<file path="src/rtl/layer2_frame_packer.sv">
// Packs source payload words into layer2 frames: header, escaped payload, length, EOF marker.
// One FIFO word is issued per cycle at most, only while the downstream FIFO has room.
module layer2_frame_packer #(
    parameter int unsigned WIDTH   = 16,
    parameter int unsigned MAX_LEN = 1023
) (
    input  logic             clk,
    input  logic             rstn,
    input  logic             in_valid,
    input  logic [WIDTH-1:0] in_data,
    input  logic             in_last,
    output logic             in_ready,
    output logic             fifo_wr_en,
    output logic [WIDTH-1:0] fifo_wr_data,
    input  logic             fifo_full,
    input  logic             fifo_almost_full,
    output logic             frame_done,
    output logic [7:0]       frame_seq,
    output logic             busy,
    output logic             trunc_err
);

    localparam logic [15:0] EofWord = 16'hFAF1;
    localparam logic [15:0] AltWord = 16'hF1FA;
    localparam logic [15:0] EscWord = 16'hFAFE;
    localparam logic [15:0] MaxLen  = 16'(MAX_LEN);

    typedef enum logic [2:0] {StIdle, StHdr, StData, StEsc, StLen, StEof} state_e;

    state_e           state_q, state_d;
    logic [15:0]      count_q, count_d;
    logic [WIDTH-1:0] esc_q, esc_d;
    logic             close_q, close_d;
    logic             wr_en_q, wr_en_d;
    logic [WIDTH-1:0] wr_data_q, wr_data_d;
    logic             done_q, done_d;
    logic [7:0]       seq_q, seq_d;
    logic             trunc_q, trunc_d;

    logic        can_issue;
    logic        xfer;
    logic        is_special;
    logic [15:0] count_inc;
    logic        hit_max;
    logic        closing;

    assign can_issue  = !fifo_full && !fifo_almost_full;
    assign in_ready   = (state_q == StData) && can_issue;
    assign xfer       = in_valid && in_ready;
    assign is_special = (in_data == EofWord) || (in_data == AltWord) || (in_data == EscWord);
    assign count_inc  = count_q + 16'd1;
    assign hit_max    = (count_inc == MaxLen);
    assign closing    = in_last || hit_max;

    always_comb begin
        state_d   = state_q;
        count_d   = count_q;
        esc_d     = esc_q;
        close_d   = close_q;
        wr_en_d   = 1'b0;
        wr_data_d = wr_data_q;
        done_d    = 1'b0;
        seq_d     = seq_q;
        trunc_d   = trunc_q;

        unique case (state_q)
            StIdle: begin
                if (in_valid) state_d = StHdr;
            end
            StHdr: begin
                if (can_issue) begin
                    wr_en_d   = 1'b1;
                    wr_data_d = {8'hA5, seq_q};
                    state_d   = StData;
                end
            end
            StData: begin
                if (xfer) begin
                    count_d = count_inc;
                    wr_en_d = 1'b1;
                    if (hit_max && !in_last) trunc_d = 1'b1;
                    if (is_special) begin
                        // Escape prefix now, transformed word next; remember the close decision.
                        wr_data_d = EscWord;
                        esc_d     = in_data ^ 16'h00FF;
                        close_d   = closing;
                        state_d   = StEsc;
                    end else begin
                        wr_data_d = in_data;
                        state_d   = closing ? StLen : StData;
                    end
                end
            end
            StEsc: begin
                if (can_issue) begin
                    wr_en_d   = 1'b1;
                    wr_data_d = esc_q;
                    close_d   = 1'b0;
                    state_d   = close_q ? StLen : StData;
                end
            end
            StLen: begin
                if (can_issue) begin
                    wr_en_d   = 1'b1;
                    wr_data_d = count_q;
                    state_d   = StEof;
                end
            end
            StEof: begin
                if (can_issue) begin
                    wr_en_d   = 1'b1;
                    wr_data_d = EofWord;
                    done_d    = 1'b1;
                    seq_d     = seq_q + 8'd1;
                    count_d   = 16'd0;
                    state_d   = StIdle;
                end
            end
            default: state_d = StIdle;
        endcase
    end

    always_ff @(posedge clk or negedge rstn) begin
        if (!rstn) begin
            state_q   <= StIdle;
            count_q   <= 16'd0;
            esc_q     <= '0;
            close_q   <= 1'b0;
            wr_en_q   <= 1'b0;
            wr_data_q <= '0;
            done_q    <= 1'b0;
            seq_q     <= 8'h00;
            trunc_q   <= 1'b0;
        end else begin
            state_q   <= state_d;
            count_q   <= count_d;
            esc_q     <= esc_d;
            close_q   <= close_d;
            wr_en_q   <= wr_en_d;
            wr_data_q <= wr_data_d;
            done_q    <= done_d;
            seq_q     <= seq_d;
            trunc_q   <= trunc_d;
        end
    end

    assign fifo_wr_en   = wr_en_q;
    assign fifo_wr_data = wr_data_q;
    assign frame_done   = done_q;
    assign frame_seq    = seq_q;
    assign busy         = (state_q != StIdle);
    assign trunc_err    = trunc_q;

endmodule

</file>
<file path="config.mk">
export PLATFORM = sky130hd
export DESIGN_NAME = layer2_frame_packer
export DESIGN_NICKNAME = d
export VERILOG_FILES = /design/src/rtl/layer2_frame_packer.sv
export SDC_FILE = /design/constraint.sdc
export NUM_CORES = 1
export LEC_CHECK = 0
export CAP_MARGIN = 20
export CORE_UTILIZATION = 34
export DETAILED_ROUTE_END_ITERATION = 6
export HOLD_SLACK_MARGIN = 0.12
export PLACE_DENSITY = 0.65
export SETUP_SLACK_MARGIN = 0.1
export SYNTH_ARGS = -nofsm -noshare
export SYNTH_HDL_FRONTEND = slang
export SYNTH_SLANG_ARGS = --single-unit
</file>
<file path="constraint.sdc">
create_clock -name clk -period 4.1 [get_ports clk]
set_input_delay 1.23 -clock clk [delete_from_list [all_inputs] [get_ports clk]]
set_output_delay 1.23 -clock clk [all_outputs]
set_load 0.02 [all_outputs]
</file>
Word-level counts from Yosys, hierarchy flattened
Cells that the tools add are included.

Register bits: 63. Bits in read-only memories: 0. Latch bits: 0. Memories: 0. Bits of input ports: 22. RAM bits: 0. Logic and storage cells: 79. Output and inout bits: 29.

Shifts and indexed selects: 0. Reductions and logical operators: 23. Eq/ne operators: 16. Bitwise logic cells: 1. $lt $le $gt $ge: 0. Multiply operators: 0. Divide/modulo/power cells: 0. $add $sub $neg: 2. Multiplexer cells: 28.

Operators with widths (number): 2-to-1 mux 16 bit (8); case mux 16 bit (5 select lines) (1); equality test 16 bit (second input constant) (3); case mux 16 bit (2 select lines) (1); 2-to-1 mux 3 bit (9); case mux 3 bit (6 select lines) (1); adder 16 x 1 -> 16 bit (second input constant) (1); equality test 16 x 10 -> 1 bit (second input constant) (1); inequality test 2 bit (second input constant) (7); AND reduction 6 bit (2); AND reduction 3 bit (3); adder 8 x 1 -> 8 bit (second input constant) (1); NOT 8 bit (1); equality test 3 x 2 -> 1 bit (second input constant) (2); equality test 3 bit (second input constant) (2); 2-to-1 mux 1 bit (6); nonzero test 5 bit (1); logical AND 1 bit (4); case mux 1 bit (2 select lines) (2); AND reduction 4 bit (1); nonzero test 2 bit (2); OR reduction 4 bit (1); equality test 3 x 1 -> 1 bit (second input constant) (1); zero test 1 bit (3); 4 further kinds (6).

Logic depth before layout (Yosys ltp)
Word-level depth: 7. Mapped depth: 8.

Worst setup path after synthesis
OpenSTA, ideal clock, no wires.

Kind: input -> output. From: input fifo_almost_full. To: output in_ready. Path slack: 1099 ps. Path buffers: 0. Arrival: 1771 ps. Required time: 2870 ps. Stages on the path: 2. Path through: nor2_2 -> and3_1.

Longest elaborated chain between the ends: 3.

Ends and longest elaborated chain: start, declared (RTL line 16) `input logic fifo_almost_full,`; zero test 1 bit (RTL line 47) `assign can_issue = !fifo_full && !fifo_almost_full;`; logical AND 1 bit (RTL line 47); logical AND 1 bit (RTL line 48) `assign in_ready = (state_q == StData) && can_issue;`; end, declared (RTL line 12) `output logic in_ready,`.

Every way passes these cells.

Worst setup path after layout
Ends and elaborated chain as after synthesis.

==> metrics.csv <==
stage,metric,value,unit
detailed_routing,Final Routed Wirelength,9354,microns
synthesis,Synth Area in Compound Gates,22.19,%
synthesis,Post-synth EDFFs,0,
synthesis,synthesized flop and latch total,63,
pwr,Clk network pwr share,27.1,%
final_layout,"most common cell after layout, fill and taps aside",dfrtp_1,
floorplanning,initial core utilization,34.89,%
timing,Final setup viols,0,
final_layout,Final Util,43.65,%
floorplanning,Die Height,104.5,microns
synthesis,prevailing post-synth register cell,dfrtp_1,
final_layout,ANT cells,0,
final_layout,ratio of cells with drive above 1 in the final layout,11.38,%
min_path,hold path startpoint,esc_q[15],
synthesis,Synth warnings,0,
status,outcome,finished with violations,
grt,GRT Overall Usage,17.83,%
timing,unrepaired setup endpoints after global routing,no,
detailed_routing,via count,3213,
placed_design,hpwl dp,6652,microns
floorplanning,die area,10910,sq um
pwr,maximum VDD drop,0.0001929,V
clocking,post-CTS setup buffers,0,
timing,final-report hold violation count,0,
job,max-capacitance violation count,0,
placed_design,Port-buffer cells,50,
timing,Setup Skew,5.976,ps
placed_design,Final GP Congestion,0.8331,
pwr,Seq pwr share,36.4,%
detailed_routing,top routing layer used,met4,
floorplanning,I/O pins,51,
critical_path,nature of the critical path endpoint,output pin,
detailed_routing,DRT Pass-1 Iters,7,
floorplanning,num rows,37,
critical_path,CP dominant cell by count,clkdlybuf4s50_1,
synthesis,syn_nets,419,
detailed_routing,M1 WL,4402,microns
timing,Setup TNS,0,ps
timing,Final Cycle Share,94.68,%
timing,min Tclk post-route,3882,ps
pwr,Comb pwr share,36.4,%
critical_path,Worst path slowest cell,clkdlybuf4s50_1,
timing,relative slew slack,54.65,%
pwr,Pleak,1.835,nW
pwr,Net Sw Frac,35.34,%
detailed_routing,met2 WL,4239,microns
synthesis,largest family of logic cells by synthesized area,simple AND/OR/NAND/NOR gates,
pwr,Pwr Total,2.323,mW
detailed_routing,met3 wire len,448,microns
synthesis,synth top area cells,"dfrtp_1 (44%), o21ai_0 (5.7%), nand2_1 (5.3%)",
synthesis,ys async rst share,100.0,%
synthesis,post-synth top area share,44.16,%
floorplanning,die span in x,104.5,microns
critical_path,CP required,2870,ps
detailed_routing,drt drc,1,
final_layout,"commonest non-fill, non-tap cells in the layout","dfrtp_1 (63), nand2_1 (50), clkdlybuf4s50_1 (49)",
clocking,clock tree buffer depth,2,
final_layout,nets,469,
clocking,TritonCTS Sinks,63,
synthesis,syn avg cell area,9.060,sq um
timing,FMAX,257.6,MHz
detailed_routing,DRT iter0 DRCs,241,
critical_path,worst-path maximum fanout,2,
pwr,NetSw,0.8210,mW
critical_path,critical path cell sequence,"clkdlybuf4s50_1, nor2_2, and3_1, clkdlybuf4s50_1",
min_path,min-delay worst type,flip-flop to flip-flop,
timing,final setup margin,218.1,ps
clocking,Hold Buf Count CTS,0,
final_layout,fin area,4466,sq um
timing,Worst Hold Slack,469.8,ps
critical_path,reg2reg start,state_q[1],
synthesis,area of the mapped netlist,3570,sq um
floorplanning,Core Region,10230,sq um
synthesis,register area share after synthesis,44.16,%
detailed_routing,Vias/cell,5.502,
detailed_routing,drt wl/cell,16.02,microns
synthesis,synthesized instance count,394,
placed_design,Post-DP Area,4215,sq um
clocking,Clk Tree Root Cell,clkbuf_8,
timing,Pins Over Slew Limit,0,
synthesis,post-synthesis mux area share,1.858,%
critical_path,"slowest stage delay, CP",610,ps
detailed_routing,post-route ant nets,0,
grt,Congestion Overflow GR,0,
synthesis,Unique masters post-synth,64,
clocking,number of gates resized after CTS,0,
grt,vias in the first global route,2985,
grt,antenna violations before repair,0,
critical_path,CP startpoint kind,input pin,
clocking,TritonCTS Buffers,9,
synthesis,adder-cell share of the synthesized area,1.052,%
final_layout,P&R area growth vs syn,25.10,%
status,failing checks,DRC,
grt,largest net degree at the start of global routing,44,
clocking,Skew-Pair Late Insertion Delay,340,ps
grt,global-route wire length before repair,15320,microns
clocking,htree depth,3,
pwr,Pint,1.502,mW
synthesis,xor-xnor portion of the synthesized cell area,2.944,%
timing,Worst-Margin Slew,677.8,ps
clocking,Worst-path clk slew,70,ps
critical_path,Critical Path AT,2650,ps
pwr,power density cells,520.3,nW/um^2
critical_path,WS Path Type,input pin to output pin,
placed_design,DP Cell Count,568,
critical_path,worst setup path startpoint,fifo_almost_full,
clocking,CTS tree,built,
final_layout,"non-filler cells, final",584,
synthesis,cell taking the most area after synthesis,dfrtp_1,
synthesis,simple-gate share of the synthesized area,23.45,%
placed_design,pre-CTS setup slack,211.2,ps
[layer usage]
| metal | GRT usage [%] | vias to the layer above |
|---|---|---|
| li1 | - | 1537 |
| met1 | 24.32 | 1557 |
| met2 | 26.92 | 95 |
| met3 | 3.697 | 24 |
| met4 | 8.367 | 0 |
| met5 | 0 | - |
[final timing paths]
check,endpoint,slack (ps),depth (start not counted)
min reg2reg,esc_q[15],470,1
min in group asynchronous,frame_done,680,1
max in group asynchronous,esc_q[7],2740,3
min,esc_q[15],470,1
max reg2reg,count_q[12],1760,6
max,in_ready,220,4
[synthesized netlist by cell type (2+ instances only)]
master     n
o22ai_1   11
buf_6      2
and3_1     4
nor4_1     2
nor2_1    30
nand2b_1  13
nand3_1   15
o21ai_1    2
o31ai_1    5
nand3b_1   3
xnor2_1    9
a221oi_1  10
nor3b_2    2
clkinv_1   2
clkbuf_1  13
inv_1      4
o21ai_0   41
o32ai_1    2
and4_1     2
ha_1       3
nor3_1     7
nor4b_1    3
mux2_2     5
a21oi_1   22
nor2b_1    4
a31oi_1    5
dfrtp_1   63
buf_2     10
nand4_1    8
nand2_1   50
xor2_1     3
and2_1     7
[layout make-up]
type | instances | area, sq um
Clock buffer | 12 | 165.2
Sequential cell | 63 | 1577
Inverter | 6 | 22.52
Multi-Input combinational cell | 298 | 1838
Tap cell | 136 | 170.2
Clock inverter | 3 | 65.06
Fill cell | 984 | 5766
Timing Repair Buffer | 66 | 628.1
[kinds of logic (layout without fill, tap and decap cells)]
logic type	count (synthesis)	in the layout
mux	6	6
flops	63	63
buf+inv	33	87
fa+ha+maj	3	3
compound gates	118	118
simple gates	159	159
xor+xnor	12	12
[state kept, by name, summed over array words and instances, names as in the netlist]
signal and flops:
close_q 1, count_q 16, esc_q 16, fifo_wr_data 16
fifo_wr_en 1, frame_done 1, frame_seq 8, state_q 3
trunc_err 1
[power by group through the flow]
stage | Clock (mW) | Sequential [mW] | Combinational [mW]
5_1_grt | 0.670 | 0.865 | 0.926
3_5_place_dp | 0 | 0.857 | 0.845
6_report | 0.631 | 0.847 | 0.846
4_1_cts | 0.638 | 0.846 | 0.846
2_1_floorplan | 0 | 0.911 | 0.419
3_3_place_gp | 0 | 0.849 | 0.832
[worst max-delay path: cells and delay by family]
family	cells	cell delay (ps)
buf+inv	2	1050
simple gates	2	380
(Power assumes the default switching activity.)
